===== src/rtl/img_pkg.sv =====
`default_nettype none
// ============================================================================
// Module  : img_pkg
// Brief   : Shared types and constants for the result-image dump reader:
//           FSM state enum, default geometry, and the PGM header ROM.
// Revision: 1.0 - initial release
// ============================================================================
package img_pkg;

  // Dump reader FSM states (explicit 2-bit encoding)
  typedef enum logic [1:0] {
    ST_IDLE = 2'd0,
    ST_HDR  = 2'd1,
    ST_RUN  = 2'd2,
    ST_DONE = 2'd3
  } state_t;

  localparam int IMG_W_DEF     = 352;
  localparam int IMG_H_DEF     = 288;
  localparam int BASE_ADDR_DEF = 25344;
  localparam int ADDR_W_DEF    = 16;
  localparam int PIX_PER_WORD  = 4;

  // Binary PGM header; the first character sits in the most significant byte
  localparam int                  HDR_LEN = 15;
  localparam logic [HDR_LEN*8-1:0] HDR_ROM = "P5\n352 288\n255\n";

  // Header byte by stream position (0 = 'P'); out-of-range positions read 0
  function automatic logic [7:0] hdr_byte(input logic [3:0] idx);
    if (int'(idx) < HDR_LEN) begin
      hdr_byte = HDR_ROM[(HDR_LEN - 1 - int'(idx)) * 8 +: 8];
    end else begin
      hdr_byte = 8'h00;
    end
  endfunction

endpackage
`default_nettype wire


===== src/rtl/word_fifo2.sv =====
`default_nettype none
// ============================================================================
// Module  : word_fifo2
// Brief   : Two-entry 32-bit FIFO with push/pop and occupancy count.
//           Head is presented combinationally; push on full is accepted only
//           when a pop frees a slot in the same cycle, pop on empty is ignored.
// Revision: 1.0 - initial release
// ============================================================================
module word_fifo2 (
  input  logic        clk,
  input  logic        reset,
  input  logic        push,
  input  logic [31:0] push_data,
  input  logic        pop,
  output logic [31:0] head,
  output logic [1:0]  occupancy
);

  logic [31:0] r_mem [2];
  logic        r_wr_ptr;
  logic        r_rd_ptr;
  logic [1:0]  r_occ;
  logic        w_do_push;
  logic        w_do_pop;

  assign w_do_pop  = pop && (r_occ != 2'd0);
  assign w_do_push = push && ((r_occ != 2'd2) || w_do_pop);
  assign head      = r_mem[r_rd_ptr];
  assign occupancy = r_occ;

  // Storage write; no reset needed since occupancy guards every read
  always_ff @(posedge clk) begin
    if (w_do_push) begin
      r_mem[r_wr_ptr] <= push_data;
    end
  end

  // Pointer and occupancy bookkeeping
  always_ff @(posedge clk) begin
    if (reset) begin
      r_wr_ptr <= 1'b0;
      r_rd_ptr <= 1'b0;
      r_occ    <= 2'd0;
    end else begin
      if (w_do_push) r_wr_ptr <= ~r_wr_ptr;
      if (w_do_pop)  r_rd_ptr <= ~r_rd_ptr;
      r_occ <= r_occ + {1'b0, w_do_push} - {1'b0, w_do_pop};
    end
  end

endmodule
`default_nettype wire


===== src/rtl/img_dump_reader.sv =====
`default_nettype none
// ============================================================================
// Module  : img_dump_reader
// Brief   : Walks the result-image region of the 32-bit word memory after the
//           accelerator finishes and streams it out as 8-bit pixels with
//           SOF/EOL/EOF flags over a valid/ready handshake. Two-word prefetch
//           buffer sustains one pixel per cycle.
//           Optional macro PGM_HEADER_EN prepends a 15-byte binary PGM header.
// Revision: 1.0 - initial release
// ============================================================================
module img_dump_reader
  import img_pkg::*;
#(
  parameter int IMG_W     = IMG_W_DEF,
  parameter int IMG_H     = IMG_H_DEF,
  parameter int BASE_ADDR = BASE_ADDR_DEF,
  parameter int ADDR_W    = ADDR_W_DEF
) (
  input  logic              clk,
  input  logic              reset,
  input  logic              dump,
  output logic              busy,
  output logic              done,
  output logic [ADDR_W-1:0] addr,
  output logic              en,
  output logic              we,
  input  logic [31:0]       dataR,
  output logic [7:0]        pix_data,
  output logic              pix_valid,
  input  logic              pix_ready,
  output logic              pix_sof,
  output logic              pix_eol,
  output logic              pix_eof
);

  localparam int N_WORDS = IMG_W * IMG_H / PIX_PER_WORD;
  localparam int WCNT_W  = $clog2(N_WORDS + 1);
  localparam int COL_W   = (IMG_W > 1) ? $clog2(IMG_W) : 1;
  localparam int ROW_W   = (IMG_H > 1) ? $clog2(IMG_H) : 1;

  state_t            r_state;
  state_t            w_next;
  logic [WCNT_W-1:0] r_words;
  logic [ADDR_W-1:0] r_addr_last;
  logic [ADDR_W-1:0] w_issue_addr;
  logic              r_pend;
  logic [1:0]        r_sub;
  logic [COL_W-1:0]  r_col;
  logic [ROW_W-1:0]  r_row;
  logic [31:0]       w_head;
  logic [1:0]        w_occ;
  logic [1:0]        w_inflight;
  logic              w_fetch_ok;
  logic              w_xfer;
  logic              w_pop;
  logic              w_start;
  logic              w_last_col;
  logic              w_last_row;
`ifdef PGM_HEADER_EN
  logic [3:0]        r_hidx;
`endif

  assign w_start      = (r_state == ST_IDLE) && dump;
  assign w_last_col   = (r_col == COL_W'(IMG_W - 1));
  assign w_last_row   = (r_row == ROW_W'(IMG_H - 1));
  assign w_xfer       = pix_valid && pix_ready;
  assign w_pop        = (r_state == ST_RUN) && w_xfer && (r_sub == 2'd3);
  assign w_inflight   = w_occ + {1'b0, r_pend};
  assign w_issue_addr = ADDR_W'(BASE_ADDR) + ADDR_W'(r_words);

  // Read only while a buffer slot is guaranteed free when the data returns
  assign en   = w_fetch_ok && (w_inflight < 2'd2) && (r_words != WCNT_W'(N_WORDS));
  assign addr = en ? w_issue_addr : r_addr_last;
  assign we   = 1'b0;

  word_fifo2 u_buf (
    .clk       (clk),
    .reset     (reset),
    .push      (r_pend),
    .push_data (dataR),
    .pop       (w_pop),
    .head      (w_head),
    .occupancy (w_occ)
  );

  // FSM state register
  always_ff @(posedge clk) begin
    if (reset) r_state <= ST_IDLE;
    else       r_state <= w_next;
  end

  // Next state and stream outputs
  always_comb begin
    w_next     = r_state;
    busy       = 1'b0;
    done       = 1'b0;
    w_fetch_ok = 1'b0;
    pix_valid  = 1'b0;
    pix_data   = 8'h00;
    pix_sof    = 1'b0;
    pix_eol    = 1'b0;
    pix_eof    = 1'b0;
    case (r_state)
      ST_IDLE: begin
`ifdef PGM_HEADER_EN
        if (dump) w_next = ST_HDR;
`else
        if (dump) w_next = ST_RUN;
`endif
      end
`ifdef PGM_HEADER_EN
      ST_HDR: begin
        busy       = 1'b1;
        w_fetch_ok = 1'b1;
        pix_valid  = 1'b1;
        pix_data   = hdr_byte(r_hidx);
        pix_sof    = (r_hidx == 4'd0);
        if (pix_ready && (r_hidx == 4'(HDR_LEN - 1))) w_next = ST_RUN;
      end
`endif
      ST_RUN: begin
        busy       = 1'b1;
        w_fetch_ok = 1'b1;
        if (w_occ != 2'd0) begin
          pix_valid = 1'b1;
          pix_data  = w_head[{r_sub, 3'b000} +: 8];
`ifndef PGM_HEADER_EN
          pix_sof   = (r_col == '0) && (r_row == '0);
`endif
          pix_eol   = w_last_col;
          pix_eof   = w_last_col && w_last_row;
          if (pix_ready && w_last_col && w_last_row) w_next = ST_DONE;
        end
      end
      ST_DONE: begin
        busy   = 1'b1;
        done   = 1'b1;
        w_next = ST_IDLE;
      end
      default: w_next = ST_IDLE;
    endcase
  end

  // Read issue tracking: words issued, in-flight read, last driven address
  always_ff @(posedge clk) begin
    if (reset) begin
      r_pend      <= 1'b0;
      r_words     <= '0;
      r_addr_last <= '0;
    end else begin
      r_pend <= en;
      if (w_start)  r_words <= '0;
      else if (en)  r_words <= r_words + WCNT_W'(1);
      if (en)       r_addr_last <= w_issue_addr;
    end
  end

  // Pixel position: byte within word, column and row (header index if enabled)
  always_ff @(posedge clk) begin
    if (reset || w_start) begin
      r_sub <= 2'd0;
      r_col <= '0;
      r_row <= '0;
`ifdef PGM_HEADER_EN
      r_hidx <= 4'd0;
`endif
    end else if ((r_state == ST_RUN) && w_xfer) begin
      r_sub <= r_sub + 2'd1;
      if (w_last_col) begin
        r_col <= '0;
        r_row <= w_last_row ? '0 : r_row + ROW_W'(1);
      end else begin
        r_col <= r_col + COL_W'(1);
      end
    end
`ifdef PGM_HEADER_EN
    else if ((r_state == ST_HDR) && w_xfer) begin
      r_hidx <= r_hidx + 4'd1;
    end
`endif
  end

endmodule
`default_nettype wire


===== config.mk =====
export PLATFORM = sky130hd
export DESIGN_NAME = img_dump_reader
export DESIGN_NICKNAME = d
export VERILOG_FILES = /design/src/rtl/img_pkg.sv /design/src/rtl/word_fifo2.sv /design/src/rtl/img_dump_reader.sv
export SDC_FILE = /design/constraint.sdc
export NUM_CORES = 1
export LEC_CHECK = 0
export BUFFER_PORTS_ARGS = -buffer_cell sky130_fd_sc_hd__clkbuf_2
export CORE_AREA = 4 4 100 102
export CTS_CLUSTER_SIZE = 10
export DETAILED_ROUTE_END_ITERATION = 10
export DIE_AREA = 0 0 104 106
export PLACE_DENSITY_LB_ADDON = 0.1
export SLEW_MARGIN = 20
export SYNTH_ARGS = -nofsm -noshare
export SYNTH_HDL_FRONTEND = slang
export SYNTH_SLANG_ARGS = --single-unit

===== constraint.sdc =====
create_clock -name clk -period 10.4 [get_ports clk]
set_input_delay 1.04 -clock clk [delete_from_list [all_inputs] [get_ports clk]]
set_output_delay 1.04 -clock clk [all_outputs]
set_load 0.05 [all_outputs]

Word-level counts from Yosys, hierarchy flattened
Memory sizes are Yosys's and may differ from the RTL's. A register that Yosys moved wholly into a read port is not among the register bits.
Cells that the tools add are included.

word-level totals
  output and inout bits = 32
  bits in registers = 58
  bits in writable memories = 64
  memories kept = 1

memory list
  memory       depth  width  rd ports  clocked after memory_dff  wr ports  line              RTL
  u_buf.r_mem  2      32     1         1                         1         word_fifo2.sv:19  logic [31:0] r_mem [2];

operators by class
  shifts and indexed selects = 1
  reductions and logical operators = 22
  $lt $le $gt $ge = 1
  muxes and demuxes = 24
  bitwise gates (word level) = 2
  eq/ne operators = 10
  add/subtract/negate cells = 8

operators with widths
  cell                    count
  $shiftx 32x6->8         1
  $add 9x1->9 const B     2
  $eq 9x9->1 const B      2
  $logic_not 9->1         2
  $mux 9                  2
  $add 15x15->16 const A  1
  $mux 16                 1
  $mux 8                  2
  $add 15x1->15 const B   1
  $mux 1                  15
  $ne 15x15->1 const B    1
  $logic_and 1x1->1       12
  $ne 2x2->1 const B      4
  $eq 2x2->1 const B      3
  $mux 2                  3
  $add 2x1->2             2
  $pmux 2 s2              1
  $reduce_or 2->1         2
  $reduce_and 3->1        1
  $add 2x1->2 const B     1
  $logic_not 2->1         1
  $logic_or 1x1->1        2
  $lt 2x2->1 const B      1
  $not 1->1               2
  other kinds (3)         3

Depth between registers and ports, before layout
Gate-level depths: netlist of the first run.

  depth after elaboration = 11
  mapped depth = 9
  mapped depth without buffers = 7

Modules after synthesis
A second synthesis of the first run with hierarchy kept.

unflattened totals
  cells, all modules = 505
  area total of the unflattened synthesis = 5,698.0 um2

modules (own cells, without submodules)
  module           cells each  area an instance (um2)  seq. area each (um2)  instances
  img_dump_reader  381         3,150.5                 1,081.0               1
  word_fifo2       124         2,547.4                 2,021.9               1

Worst setup path before layout of the first run
OpenSTA, ideal clock, no wires.

  path type = input to register
  start = input pix_ready
  end = memory u_buf.r_mem[0][0] (enable)
  stages on the path = 3
  data required time = 9,930 ps
  setup time = 470 ps
  arrival time = 3,915 ps
  slack = 6,014 ps
  path through = inv_1 -> o311a_1 -> nor3b_1

on the way
  cells in the longest elaborated chain, start to end = 8

ends and longest elaborated chain
  element                         line                   RTL
  start: declaration              img_dump_reader.sv:30  input logic pix_ready,
  $logic_and 1x1->1               img_dump_reader.sv:66  assign w_xfer = pix_valid && pix_ready;
  $logic_and 1x1->1 (2 in a row)  img_dump_reader.sv:67  assign w_pop = (r_state == ST_RUN) && w_xfer && (r_sub == 2'd3);
  $logic_and 1x1->1               word_fifo2.sv:26       assign w_do_pop = pop && (r_occ != 2'd0);
  $logic_or 1x1->1                word_fifo2.sv:27       assign w_do_push = push && ((r_occ != 2'd2) || w_do_pop);
  $logic_and 1x1->1               word_fifo2.sv:27
  $mux 1                          word_fifo2.sv:33       if (w_do_push) begin
  $mux 1 (implied by the code)    word_fifo2.sv:34       r_mem[r_wr_ptr] <= push_data;
  end: declaration                word_fifo2.sv:19

Every way passes these cells.

Final worst setup path of the first run
  start = register r_words[8]
  end = output addr[0]

on the way
  cells in the longest elaborated chain, start to end = 3

ends and longest elaborated chain
  element                   line                    RTL
  start: declaration        img_dump_reader.sv:43   logic [WCNT_W-1:0] r_words;
  start signal: assignment  img_dump_reader.sv:153  else if (en) r_words <= r_words + WCNT_W'(1);
  $ne 15x15->1              img_dump_reader.sv:72   assign en = w_fetch_ok && (w_inflight < 2'd2) && (r_words != WCNT_W'(N_WORDS));
  $logic_and 1x1->1         img_dump_reader.sv:72
  $mux 16                   --
  end: declaration          img_dump_reader.sv:24   output logic [ADDR_W-1:0] addr,

Every way passes these cells.

==> run summary, run 1 <==
outcome = completed
Yosys top cell by area = edfxtp_1
drt pass-1 iters = 5
delay of the slowest critical-path stage = 580 ps
synth top area cells = edfxtp_1, dfxtp_1, mux4_2
count of antenna-violating nets left after detailed routing = 0
critical path's top delay family = simple AND/OR/NAND/NOR gates
power density of the placed cells = 181 nW/um2
max-capacitance violation count = 0
clock-pin slew reported for the worst setup and hold paths after clock tree synthesis = 60 ps
routed vias/inst = 6.11
total CTS buffers = 17
critical path fanouts, max = 14
global-route wire length before repair = 19300 um
buffer count from post-CTS setup fixing = 0
worst hold-check path type = register to register
largest voltage drop on the vdd net = 0.000130 V
CTS Root Cell = clkbuf_8
total placed instance area = 5950 um2
Synth-to-Final Area Change = 17.2%
total grt overflow = 0
nets = 596
clk sink count = 123
DR iter-0 viols = 201
endpoint class of the critical path = output pin
buffers added on ports = 66
cts-stage hold buffer count = 0
most frequent standard cell in the layout excluding fill and tap cells = clkbuf_2
Max Fclk = 0.250 GHz
slew of the pin with the lowest slew margin = 881 ps
share of cells above drive strength 1 = 24.4%
routability congestion estimate = 0.829
Final Hold Violating Endpoints = 0
Arr. time, crit path = 2970 ps
DR WL/cell = 17.2 um
Total Die Area = 11000 um2
clock latency on the worst-skew pair = 500 ps
Avg Cell Area, Syn = 11.5 um2
worst slew margin relative to its limit = 41.2%
via count of the routed design = 4111
Final Routed Wirelength = 11600 um
fraction of registers with async set/reset = 0%
Final min period = 4010 ps
DP Wirelength = 7310 um
DRC violation count after routing = 0
largest net degree at the start of global routing = 34
number of enable flip-flop cells after synthesis = 64
count of state elements after synthesis = 123
RSZ-0062 raised after global routing = false
H-tree depth = 4
post-layout util = 72.0%
number of fillers in the final layout = 651
site row count = 35
number of antenna violations at the first check in global routing = 0
cells resized by post-CTS repair = 0
Core ar. = 9110 um2
number of warnings printed during yosys synthesis = 0
final max-slew violation count = 0
DIE WIDTH = 104 um
proportion of netlist area held by the largest area contributor = 34.3%
clock tree from TritonCTS = built
cell leakage power = 2.36 nW
launching element type of the critical path = register
final instance area = 6560 um2
total negative slack for setup checks = 0 ps
Crit path buffers/inverters = 2
Seq/Total Area, Yosys = 55.5%
cells after synthesis = 488
starting density of the core = 61.4%
syn_nets = 534
count of antenna diodes in the layout = 0
aggregate global-route resource usage = 21.8%
type of the setup path with the least slack = register to output pin
number of failing setup endpoints in the final timing report = 0
cell area after synthesis = 5600 um2
most used flip-flop cell after synthesis = edfxtp_1
data required time of the worst path = 9360 ps
fraction of the cycle the final worst path needs = 38.5%
worst hold-check slack = 494 ps
series of cell instances along the critical path = ha_1 -> or4b_1 -> nor4_4 -> buf_6 -> o21ai_0 -> nand2_1 -> clkbuf_2
number of distinct library cells after synthesis = 59
die height = 106 um
total I/O pin count = 68
vias in the first global route = 3990
buffers from clock root to sink, at most = 2
slowest cell on the critical path = nor4_4
highest-count cells in the layout ignoring fill and taps = clkbuf_2, edfxtp_1, dfxtp_1
setup clock skew after layout = 7.43 ps
path summary, 6_finish.rpt:
kind	slack [ps]	to	depth (start not counted)	start
worst max-delay path	6390	addr[0]	7	r_words[8]
worst min-delay path	490	r_state[1]	1	r_state[0]
worst max register to register	7620	u_buf.r_mem[1][6]	5	r_sub[0]
worst min register to register	490	r_state[1]	1	r_state[0]
through the flow:
step | std cells | power [mW] | worst slack (ps)
floorplan | 488 | 0.585 | 6010
global placement | 641 | 0.605 | 6660
detailed placement | 641 | 0.607 | 6510
CTS | 672 | 1.20 | 5970
global route | 673 | 1.23 | 6190
finish | 673 | 1.19 | 6390
metal layers:
| metal | up-vias | global-route usage (%) | share of wire [%] |
|---|---|---|---|
| met1 | 2006 | 27.0 | 44 |
| li1 | 1987 | - | - |
| met2 | 106 | 38.0 | 51 |
| met5 | - | 0 | 0 |
| met3 | 12 | 5.22 | 4.1 |
| met4 | 0 | 6.84 | 1.2 |
cell families after synthesis:
group	Yosys count	synth area share, %
buffers and inverters	46	3.87
multiplexers	29	8.77
AND/OR/NAND/NOR	166	16.9
XOR/XNOR	9	1.41
adder cells (fa/ha/maj)	10	2.24
flip-flops	123	55.5
AO/OA/AOI/OAI	104	11.3
other	1	0.0670
registers in the layout, summed over array words and instances, names as in the netlist, named ones only:
name / cells
r_sub: 2
r_pend: 1
r_words: 15
u_buf.r_mem: 64
r_addr_last: 16
r_state: 2
r_col: 9
u_buf.occupancy: 2
u_buf.r_wr_ptr: 1
u_buf.r_rd_ptr: 1
r_row: 9
worst register-to-register path, stage by stage (launching register included):
cell and delay [ps]:
dfxtp_1 890, ha_1 270, inv_1 80, o311ai_0 560
and3_1 250, buf_4 380
synthesized netlist by cell type (5+ instances only):
master,number
nand3_1,17
nand4_1,12
o21ai_0,24
nor3_1,14
nand3_2,6
and3_1,6
clkbuf_1,17
o31ai_1,12
or4_1,9
nor2_1,25
a21oi_1,43
ha_1,10
inv_1,18
nor4_1,6
nand2_1,35
edfxtp_1,64
mux4_2,16
or3_1,8
mux2i_1,13
dfxtp_1,59
xnor2_1,5
layout make-up:
type	instances	area [um2]	area share (%)
well taps	111	139	2.12
multi-input cells	319	2280	34.8
flip-flops and latches	123	3100	47.3
repair buffers	71	372	5.67
clock inverters	14	181	2.77
inverters	18	67.6	1.03
clock buffers	17	414	6.31
report_power, final:
part           internal (mW)  switching, mW  total (mW)  leakage (nW)
logic                 0.0205         0.0498      0.0703          1.01
clock network          0.369          0.220       0.589         0.291
registers              0.522        0.00454       0.527          1.06
Note: power is estimated with default switching activity, not from simulation.
==> inputs of run 2 (changes only) <==
--- a/config.mk
+++ b/config.mk
@@ -6,10 +6,10 @@
 export NUM_CORES = 1
 export LEC_CHECK = 0
 export BUFFER_PORTS_ARGS = -buffer_cell sky130_fd_sc_hd__clkbuf_2
-export CORE_AREA = 4 4 100 102
+export CORE_AREA = 4 4 109 111
 export CTS_CLUSTER_SIZE = 10
 export DETAILED_ROUTE_END_ITERATION = 10
-export DIE_AREA = 0 0 104 106
+export DIE_AREA = 0 0 113 115
 export PLACE_DENSITY_LB_ADDON = 0.1
 export SLEW_MARGIN = 20
 export SYNTH_ARGS = -nofsm -noshare
==> constraint.sdc (replaced) <==
create_clock -name clk -period 3.3 [get_ports clk]
set_input_delay 0.33 -clock clk [delete_from_list [all_inputs] [get_ports clk]]
set_output_delay 0.33 -clock clk [all_outputs]
set_load 0.05 [all_outputs]
==> run summary, run 2 (same netlist as run 1, synthesis figures left out) <==
post-layout util = 65.0%
cell leakage power = 2.56 nW
die height = 115 um
Final Routed Wirelength = 12000 um
largest net degree at the start of global routing = 34
total grt overflow = 0
endpoint class of the critical path = output pin
Final Hold Violating Endpoints = 0
worst hold-check path type = input pin to register
max-capacitance violation count = 0
flip-flop count of the largest register, all copies and words added = 64
slew of the pin with the lowest slew margin = 720 ps
share of cells above drive strength 1 = 24.4%
buffers added on ports = 66
DP Wirelength = 7670 um
most frequent standard cell in the layout excluding fill and tap cells = clkbuf_2
number of antenna violations at the first check in global routing = 0
fraction of the cycle the final worst path needs = 94.5%
Final min period = 3120 ps
launching element type of the critical path = register
number of failing setup endpoints in the final timing report = 0
via count of the routed design = 4167
routed vias/inst = 5.62
power density of the placed cells = 561 nW/um2
largest voltage drop on the vdd net = 0.000435 V
Arr. time, crit path = 2790 ps
slowest cell on the critical path = or4_4
highest-count cells in the layout ignoring fill and taps = clkbuf_2, edfxtp_1, dfxtp_1
DR iter-0 viols = 226
DIE WIDTH = 113 um
largest registers ranked by flip-flop count = u_buf.r_mem (64), r_addr_last (16), r_words (15)
clock tree from TritonCTS = built
clock-pin slew reported for the worst setup and hold paths after clock tree synthesis = 60 ps
global-route wire length before repair = 20200 um
DRC violation count after routing = 0
vias in the first global route = 4118
DR WL/cell = 16.1 um
clock latency on the worst-skew pair = 510 ps
routability congestion estimate = 0.803
Total Die Area = 13000 um2
starting density of the core = 51.8%
buffers from clock root to sink, at most = 2
critical path fanouts, max = 9
total I/O pin count = 68
site row count = 38
delay of the slowest critical-path stage = 620 ps
CTS Root Cell = clkbuf_8
H-tree depth = 4
Biggest register = u_buf.r_mem
total negative slack for setup checks = 0 ps
Synth-to-Final Area Change = 25.4%
count of antenna diodes in the layout = 0
aggregate global-route resource usage = 19.4%
series of cell instances along the critical path = ha_1 -> or4b_1 -> or4_4 -> buf_12 -> nand3_2 -> nand2_1 -> clkbuf_2
outcome = completed
setup clock skew after layout = 5.55 ps
nets = 635
Core ar. = 10800 um2
count of antenna-violating nets left after detailed routing = 0
data required time of the worst path = 2970 ps
Max Fclk = 0.321 GHz
total CTS buffers = 17
type of the setup path with the least slack = register to output pin
worst slew margin relative to its limit = 51.6%
clk sink count = 123
drt pass-1 iters = 4
final max-slew violation count = 0
RSZ-0062 raised after global routing = false
run 2: stage by stage:
stage	instance area, um2	setup slack [ps]	instances	power, mW	hold WS, ps
floorplan	5600	383	488	1.84	429
global placement	6070	711	680	1.91	465
detailed placement	6070	625	680	1.92	476
CTS	6970	69.0	738	3.96	3.06
global route	7020	36.8	742	4.08	2.78
finish	7020	183	742	3.93	25.4
run 2: per-layer routing:
layer | global-route usage [%] | share of wire, % | vias up | routed length [um]
met5 | 0 | 0 | - | 0
met4 | 6.41 | 1.2 | 0 | 140
met3 | 5.05 | 4.4 | 11 | 523
met2 | 31.8 | 49 | 91 | 5840
met1 | 25.5 | 46 | 2017 | 5460
li1 | - | - | 2048 | -
run 2: report_power, final:
part | internal [mW] | switching [mW]
Sequential | 1.65 | 0.0126
Clock | 1.37 | 0.650
Combinational | 0.0886 | 0.164
run 2: final cells by class:
cell class | instances | area (um2)
timing repair buffer | 110 | 738
tap | 140 | 175
sequential | 123 | 3100
clock buffer | 19 | 422
multi-input combinational | 319 | 2290
inverter | 18 | 67.6
fill | 821 | 3780
clock inverter | 13 | 223
run 2: repair_timing:
action                     in CTS  in global routing
gates resized for setup         0                  1
hold buffers                   26                  0
setup buffers                   0                  4
setup endpoints to repair       0                 13
hold endpoints to repair       52                  0
run 2: final timing paths:
kind | from | slack, ps | endpoint | cells past startpoint
setup / recovery | r_words[9] | 180 | addr[7] | 7
hold / removal | dataR[28] | 30 | u_buf.r_mem[0][28] | 1
setup reg to reg | r_col[1] | 1000 | r_row[8] | 5
hold reg to reg | r_state[0] | 480 | r_state[1] | 1
run 2: worst max-delay path, delay by kind of cell, from the launching register on:
kind / cells / cell delay [ps]
buf+inv: 2 / 420
flops: 1 / 390
fa+ha+maj: 1 / 180
simple gates: 4 / 1260
